**src/rtl/dsp_pkg.sv**
```systemverilog
// Shared types and constants for the voice mixer: FSM states, sample/volume widths
// and the 16-bit saturation helper.
package dsp_pkg;

  typedef enum logic [1:0] {
    IDLE  = 2'd0,
    MAC   = 2'd1,
    SCALE = 2'd2,
    OUT   = 2'd3
  } state_t;

  localparam int SAMPLE_W  = 16;
  localparam int VOL_W     = 8;
  localparam int VOL_SHIFT = 7;

  function automatic logic signed [15:0] clamp16(input logic signed [31:0] x);
    if (x > 32'sd32767)
      return 16'sh7FFF;
    else if (x < -32'sd32768)
      return 16'sh8000;
    return x[15:0];
  endfunction

endpackage

```
**src/rtl/dsp_mac_lane.sv**
```systemverilog
// One mixer channel: per-voice multiply/shift/accumulate, then master-volume scale
// into the registered DAC word. Saturating when DSP_MIX_CLAMP_EN is defined, wrapping otherwise.
module dsp_mac_lane
  import dsp_pkg::*;
#(
  parameter int DATA_W = SAMPLE_W,
  parameter int COEF_W = VOL_W
) (
  input  logic                     clock,
  input  logic                     reset,
  input  logic                     mac_en,
  input  logic                     acc_clear,
  input  logic                     voice_on,
  input  logic signed [DATA_W-1:0] sample,
  input  logic signed [COEF_W-1:0] vol,
  input  logic                     scale_en,
  input  logic                     mute,
  input  logic signed [COEF_W-1:0] mvol,
  output logic signed [DATA_W-1:0] mix_p1
);

  localparam int PROD_W = DATA_W + COEF_W;

  function automatic logic signed [DATA_W-1:0] reduce(input logic signed [31:0] x);
`ifdef DSP_MIX_CLAMP_EN
    return clamp16(x);
`else
    return x[DATA_W-1:0];
`endif
  endfunction

  logic signed [DATA_W-1:0] acc_p0;
  logic signed [DATA_W-1:0] acc_prior;
  logic signed [PROD_W-1:0] prod;
  logic signed [PROD_W-1:0] prod_sh;
  logic signed [31:0]       sum;
  logic signed [PROD_W-1:0] mprod;
  logic signed [31:0]       mscaled;

  // Stage 0: voice product, floor shift and accumulate (first voice starts from zero)
  assign acc_prior = acc_clear ? '0 : acc_p0;
  assign prod      = PROD_W'(sample) * PROD_W'(vol);
  assign prod_sh   = prod >>> VOL_SHIFT;
  assign sum       = 32'(acc_prior) + (voice_on ? 32'(prod_sh) : 32'sd0);

  // Stage 1: master volume applied to the finished accumulation
  assign mprod   = PROD_W'(acc_p0) * PROD_W'(mvol);
  assign mscaled = 32'(mprod >>> VOL_SHIFT);

  always_ff @(posedge clock) begin
    if (reset) begin
      acc_p0 <= '0;
      mix_p1 <= '0;
    end else begin
      if (mac_en)
        acc_p0 <= reduce(sum);
      if (scale_en)
        mix_p1 <= mute ? '0 : reduce(mscaled);
    end
  end

endmodule

```
**src/rtl/dsp_voice_mixer.sv**
```systemverilog
// Time-multiplexed stereo voice mixer: one voice per clock into L/R accumulators, then
// master scale and DAC update once per frame. Optional saturation via DSP_MIX_CLAMP_EN.
module dsp_voice_mixer
  import dsp_pkg::*;
#(
  parameter int N_VOICES          = 8,
  parameter int CLOCKS_PER_SAMPLE = 64
) (
  input  logic                                clock,
  input  logic                                reset,
  input  logic [N_VOICES*SAMPLE_W-1:0]        voice_sample,
  input  logic [N_VOICES*VOL_W-1:0]           vol_l,
  input  logic [N_VOICES*VOL_W-1:0]           vol_r,
  input  logic signed [VOL_W-1:0]             mvol_l,
  input  logic signed [VOL_W-1:0]             mvol_r,
  input  logic [N_VOICES-1:0]                 voice_en,
  input  logic                                mute,
  output logic signed [SAMPLE_W-1:0]          dac_out_l,
  output logic signed [SAMPLE_W-1:0]          dac_out_r,
  output logic                                dac_valid,
  output logic [$clog2(CLOCKS_PER_SAMPLE)-1:0] step
);

  localparam int STEP_W = $clog2(CLOCKS_PER_SAMPLE);
  localparam logic [STEP_W-1:0] LAST_STEP  = STEP_W'(CLOCKS_PER_SAMPLE - 1);
  localparam logic [STEP_W-1:0] LAST_VOICE = STEP_W'(N_VOICES - 1);

  if (CLOCKS_PER_SAMPLE < N_VOICES + 2) begin : g_bad_cps
    $error("dsp_voice_mixer: CLOCKS_PER_SAMPLE must be at least N_VOICES+2");
  end
  if (N_VOICES < 1 || N_VOICES > 16) begin : g_bad_nv
    $error("dsp_voice_mixer: N_VOICES must be in 1..16");
  end

  state_t state, state_next;
  logic   frame_start;

  logic signed [SAMPLE_W-1:0] cur_sample;
  logic signed [VOL_W-1:0]    cur_vol_l;
  logic signed [VOL_W-1:0]    cur_vol_r;
  logic                       cur_en;
  logic                       mac_en;
  logic                       acc_clear;
  logic                       scale_en;

  // Reset parks the counter on the last step so the frame starts on the first free edge
  always_ff @(posedge clock) begin
    if (reset)
      step <= LAST_STEP;
    else if (step == LAST_STEP)
      step <= '0;
    else
      step <= step + 1'b1;
  end

  assign frame_start = (step == LAST_STEP);

  always_ff @(posedge clock) begin
    if (reset)
      state <= IDLE;
    else
      state <= state_next;
  end

  always_comb begin
    state_next = state;
    case (state)
      IDLE:    if (frame_start) state_next = MAC;
      MAC:     if (step == LAST_VOICE) state_next = SCALE;
      SCALE:   state_next = OUT;
      OUT:     state_next = frame_start ? MAC : IDLE;
      default: state_next = IDLE;
    endcase
  end

  // Live selection of the voice addressed by the current step
  always_comb begin
    cur_sample = '0;
    cur_vol_l  = '0;
    cur_vol_r  = '0;
    cur_en     = 1'b0;
    for (int k = 0; k < N_VOICES; k++) begin
      if (step == STEP_W'(k)) begin
        cur_sample = voice_sample[SAMPLE_W*k +: SAMPLE_W];
        cur_vol_l  = vol_l[VOL_W*k +: VOL_W];
        cur_vol_r  = vol_r[VOL_W*k +: VOL_W];
        cur_en     = voice_en[k];
      end
    end
  end

  assign mac_en    = (state == MAC);
  assign acc_clear = mac_en && (step == '0);
  assign scale_en  = (state == SCALE);
  assign dac_valid = (state == OUT);

  dsp_mac_lane #(.DATA_W(SAMPLE_W), .COEF_W(VOL_W)) u_lane_l (
    .clock     (clock),
    .reset     (reset),
    .mac_en    (mac_en),
    .acc_clear (acc_clear),
    .voice_on  (cur_en),
    .sample    (cur_sample),
    .vol       (cur_vol_l),
    .scale_en  (scale_en),
    .mute      (mute),
    .mvol      (mvol_l),
    .mix_p1    (dac_out_l)
  );

  dsp_mac_lane #(.DATA_W(SAMPLE_W), .COEF_W(VOL_W)) u_lane_r (
    .clock     (clock),
    .reset     (reset),
    .mac_en    (mac_en),
    .acc_clear (acc_clear),
    .voice_on  (cur_en),
    .sample    (cur_sample),
    .vol       (cur_vol_r),
    .scale_en  (scale_en),
    .mute      (mute),
    .mvol      (mvol_r),
    .mix_p1    (dac_out_r)
  );

endmodule

```
**config.mk**
```make
export PLATFORM = sky130hd
export DESIGN_NAME = dsp_voice_mixer
export DESIGN_NICKNAME = d
export VERILOG_FILES = /design/src/rtl/dsp_pkg.sv /design/src/rtl/dsp_mac_lane.sv /design/src/rtl/dsp_voice_mixer.sv
export SDC_FILE = /design/constraint.sdc
export NUM_CORES = 2
export LEC_CHECK = 0
export CAP_MARGIN = 0
export CORE_ASPECT_RATIO = 0.6
export CORE_UTILIZATION = 58
export DETAILED_ROUTE_END_ITERATION = 6
export PLACE_DENSITY = 0.84
export SLEW_MARGIN = 20
export SYNTH_ARGS = -nofsm -noshare
export SYNTH_HDL_FRONTEND = slang
export SYNTH_HIERARCHICAL = 1
export SYNTH_SLANG_ARGS = --single-unit
```
**constraint.sdc**
```tcl
create_clock -name clock -period 9.08 [get_ports clock]
set_input_delay 0.908 -clock clock [delete_from_list [all_inputs] [get_ports clock]]
set_output_delay 0.908 -clock clock [all_outputs]
set_load 0.05 [all_outputs]
```
==> impl_metrics.py <==
metrics = {
    "floorplan": {
        "die-area_um2": 40900,
        "coreArea_um2": 39200,
        "pin_count": 322,
        "rows": 56,
        "die_height_um": 157,
        "die_x_um": 260,
        "initial_core_util": 0.592,
    },
    "drt": {
        "drc_errors": 0,
        "vias": 20500,
        "drt-pass1-iter-count": 6,
        "post_drt_via_cell_ratio": 5.92,
        "wl_mm": 74.0,
        "drtIter0Drc": 2078,
        "routedWlPerCell_um": 21.3,
        "ant_nets": 0,
    },
    "synth": {
        "yosysTopAreaCellShare": 0.340,
        "synth-edff-count": 0,
        "syn_nets": 3560,
        "post-synth-top-count-cell": "inv_1",
        "synthFlopType": "dfxtp_1",
        "synth-seq-cells": 72,
        "syn-cell-area_um2": 23200,
        "yosys-top-cells-area": "fa_1, ha_1, and2_1",
        "syn_area_per_cell_um2": 8.66,
        "async_reset_ff_frac": 0,
        "synth_cells": 2680,
        "ys_seq_area_frac": 0.0621,
        "synth.distinct_cells": 88,
        "yosys.area.top_type": "fa_1",
        "yosys_warnings": 6,
        "synth_common_cells": "inv_1, fa_1, and2_1",
    },
    "power_and_ir_drop": {
        "power_frac_clock": 0.223,
        "power_density_nw_per_um2": 65.7,
        "p_comb_frac": 0.552,
        "switching_share": 0.452,
        "power_frac_seq": 0.225,
        "ir_drop_v": 0.000114,
        "p_leak_nw": 13.1,
        "p_switching_mw": 0.816,
        "p_int_mw": 0.990,
    },
    "place": {
        "gp_congestion": 0.984,
        "io_buffer_count": 321,
        "dp_hpwl_mm": 61.2,
        "place_ws_ns": 0.0751,
        "placedCellCount": 3445,
    },
    "timing": {
        "fin_tns_setup_ns": 0,
        "fin_crit_ns": 8.94,
        "fin_hold_ws_ns": 0.470,
        "maxSlewHeadroom": 0.241,
        "rsz0062_at_grt": "yes",
        "drv_slew": 0,
        "max_clock_freq_mhz": 112,
        "worstMarginPinSlew_ns": 1.13,
        "clock_skew_ns": 0.0133,
        "setup_viol": 0,
        "worst_slack_ns": 0.141,
        "fin_crit_sh": 0.984,
        "hold_viol_final": 0,
    },
    "clocking": {
        "clk_pin_slew_ns": 0.07,
        "cts_tree": "built",
        "cts_buffers": 9,
        "cts_hold_buf": 0,
        "cts_sinks": 72,
        "cts_buffer_depth": 2,
        "htree_levels": 3,
        "clkLatencyLatePin_ns": 0.38,
        "root_buffer": "clkbuf_16",
    },
    "critical_path": {
        "cp.arrival_ns": 9.23,
        "startpoint_type": "flip-flop",
        "worstPathRequired_ns": 9.37,
        "cp_max_fo": 27,
        "cp-end-kind": "flip-flop",
        "worst_path_largest_cell_delay_ns": 0.57,
        "worstSetupPathType": "flip-flop to flip-flop",
        "slowest_stage": "fa_1",
        "crit_path_frequent_cell": "fa_1",
    },
    "hold_path": {
        "min_path_type": "flip-flop to flip-flop",
    },
    "cells_and_area": {
        "syn_to_final_growth_pct": 18.4,
        "layoutNonFillerInstCount": 3470,
        "drive_above_1_share": 0.0482,
        "fillers": 2976,
        "fin_nets": 3822,
        "fin_util": 0.701,
    },
    "run_status": {
        "status": "finished clean",
    },
    "grt": {
        "grt_max_degree": 56,
        "grt_pass1_vias": 21000,
        "antenna_found_initial": 0,
        "grt_overflow": 0,
        "globalRouteTotalUtil": 0.366,
        "grt_pass1_wl_mm": 115,
    },
    "run": {
        "cap_violations": 0,
    },
}
## stage by stage
step                      instance area (µm²)  total power, mW
final                                   27500             1.81
after global routing                    27500             1.90
after CTS                               27300             1.78
after detailed placement                27000             1.38
after global placement                  27000             1.34
after floorplan                         23200             1.01
## worst paths after layout
path                                                  startpoint                          endpoint  slack [ns]  cells after the start
worst max-delay path                          step[0]$_SDFF_PP1_  u_lane_l/acc_p0[15]$_SDFFE_PP0P_        0.14                     33
worst min-delay path            u_lane_r/mix_p1[12]$_SDFFE_PP0P_  u_lane_r/mix_p1[12]$_SDFFE_PP0P_        0.47                      2
worst max register to register                step[0]$_SDFF_PP1_  u_lane_l/acc_p0[15]$_SDFFE_PP0P_        0.14                     33
worst min register to register  u_lane_r/mix_p1[12]$_SDFFE_PP0P_  u_lane_r/mix_p1[12]$_SDFFE_PP0P_        0.47                      2
## state kept, by name (all words and copies together) (netlist names)
signal	cells
u_lane_l/mix_p1	16
u_lane_r/acc_p0	16
u_lane_r/mix_p1	16
u_lane_l/acc_p0	16
state	2
step	6
## per-layer routing
metal | routed length (µm) | GRT usage | vias up | part of all wire
li1 | - | - | 9124 | -
met4 | 2980 | 0.143 | 0 | 0.040
met2 | 32400 | 0.560 | 1107 | 0.44
met3 | 6930 | 0.0712 | 163 | 0.094
met1 | 31700 | 0.513 | 10100 | 0.43
met5 | 0 | 0 | - | 0
## cell families after synthesis
group | synth area share
mux | 0.00889
compound gates | 0.134
buf+inv | 0.105
xor+xnor | 0.0382
flops | 0.0621
simple gates | 0.203
fa+ha+maj | 0.449
## power groups by stage
stage	Combinational (mW)	Clock [mW]	Sequential, mW
5_1_grt	1.07	0.419	0.411
2_1_floorplan	0.555	0	0.459
6_report	0.996	0.403	0.407
4_1_cts	0.972	0.406	0.402
3_5_place_dp	0.967	0	0.409
3_3_place_gp	0.936	0	0.406
## what timing repair did
item / in CTS / in global routing
resized for setup: 0 / 26
setup endpoints to repair: 0 / 4
endpoints found under the hold margin: 0 / 0
setup buffers: 0 / 7
## final cells by class
type	count	area [µm²]	area share
clock inverters	6	75.1	0.00273
repair buffers	374	3710	0.135
well taps	522	653	0.0238
clock buffers	10	239	0.00869
inverters	497	1870	0.0679
multi-input cells	1988	19500	0.709
flip-flops and latches	72	1440	0.0524
diodes	1	2.50	0.0000910
## layout by cell type, fill, tap and decap left out, drive strengths merged, types with 69 or more instances in the layout
master / count
xnor2: 69
nor2: 136
inv: 499
ha: 203
nor2b: 72
fa: 394
and2: 352
dfxtp: 72
a21oi: 71
nand2: 139
clkdlybuf4s50: 320
## worst max-delay path: cells and delay by family, from the launching register on
kind / cells / cell delay (ns)
simple gates: 5 / 1.47
compound gates: 15 / 3.15
fa+ha+maj: 7 / 2.96
buf+inv: 5 / 0.68
xor+xnor: 1 / 0.18
flops: 1 / 0.38
Note: power is estimated with default switching activity, not from simulation.
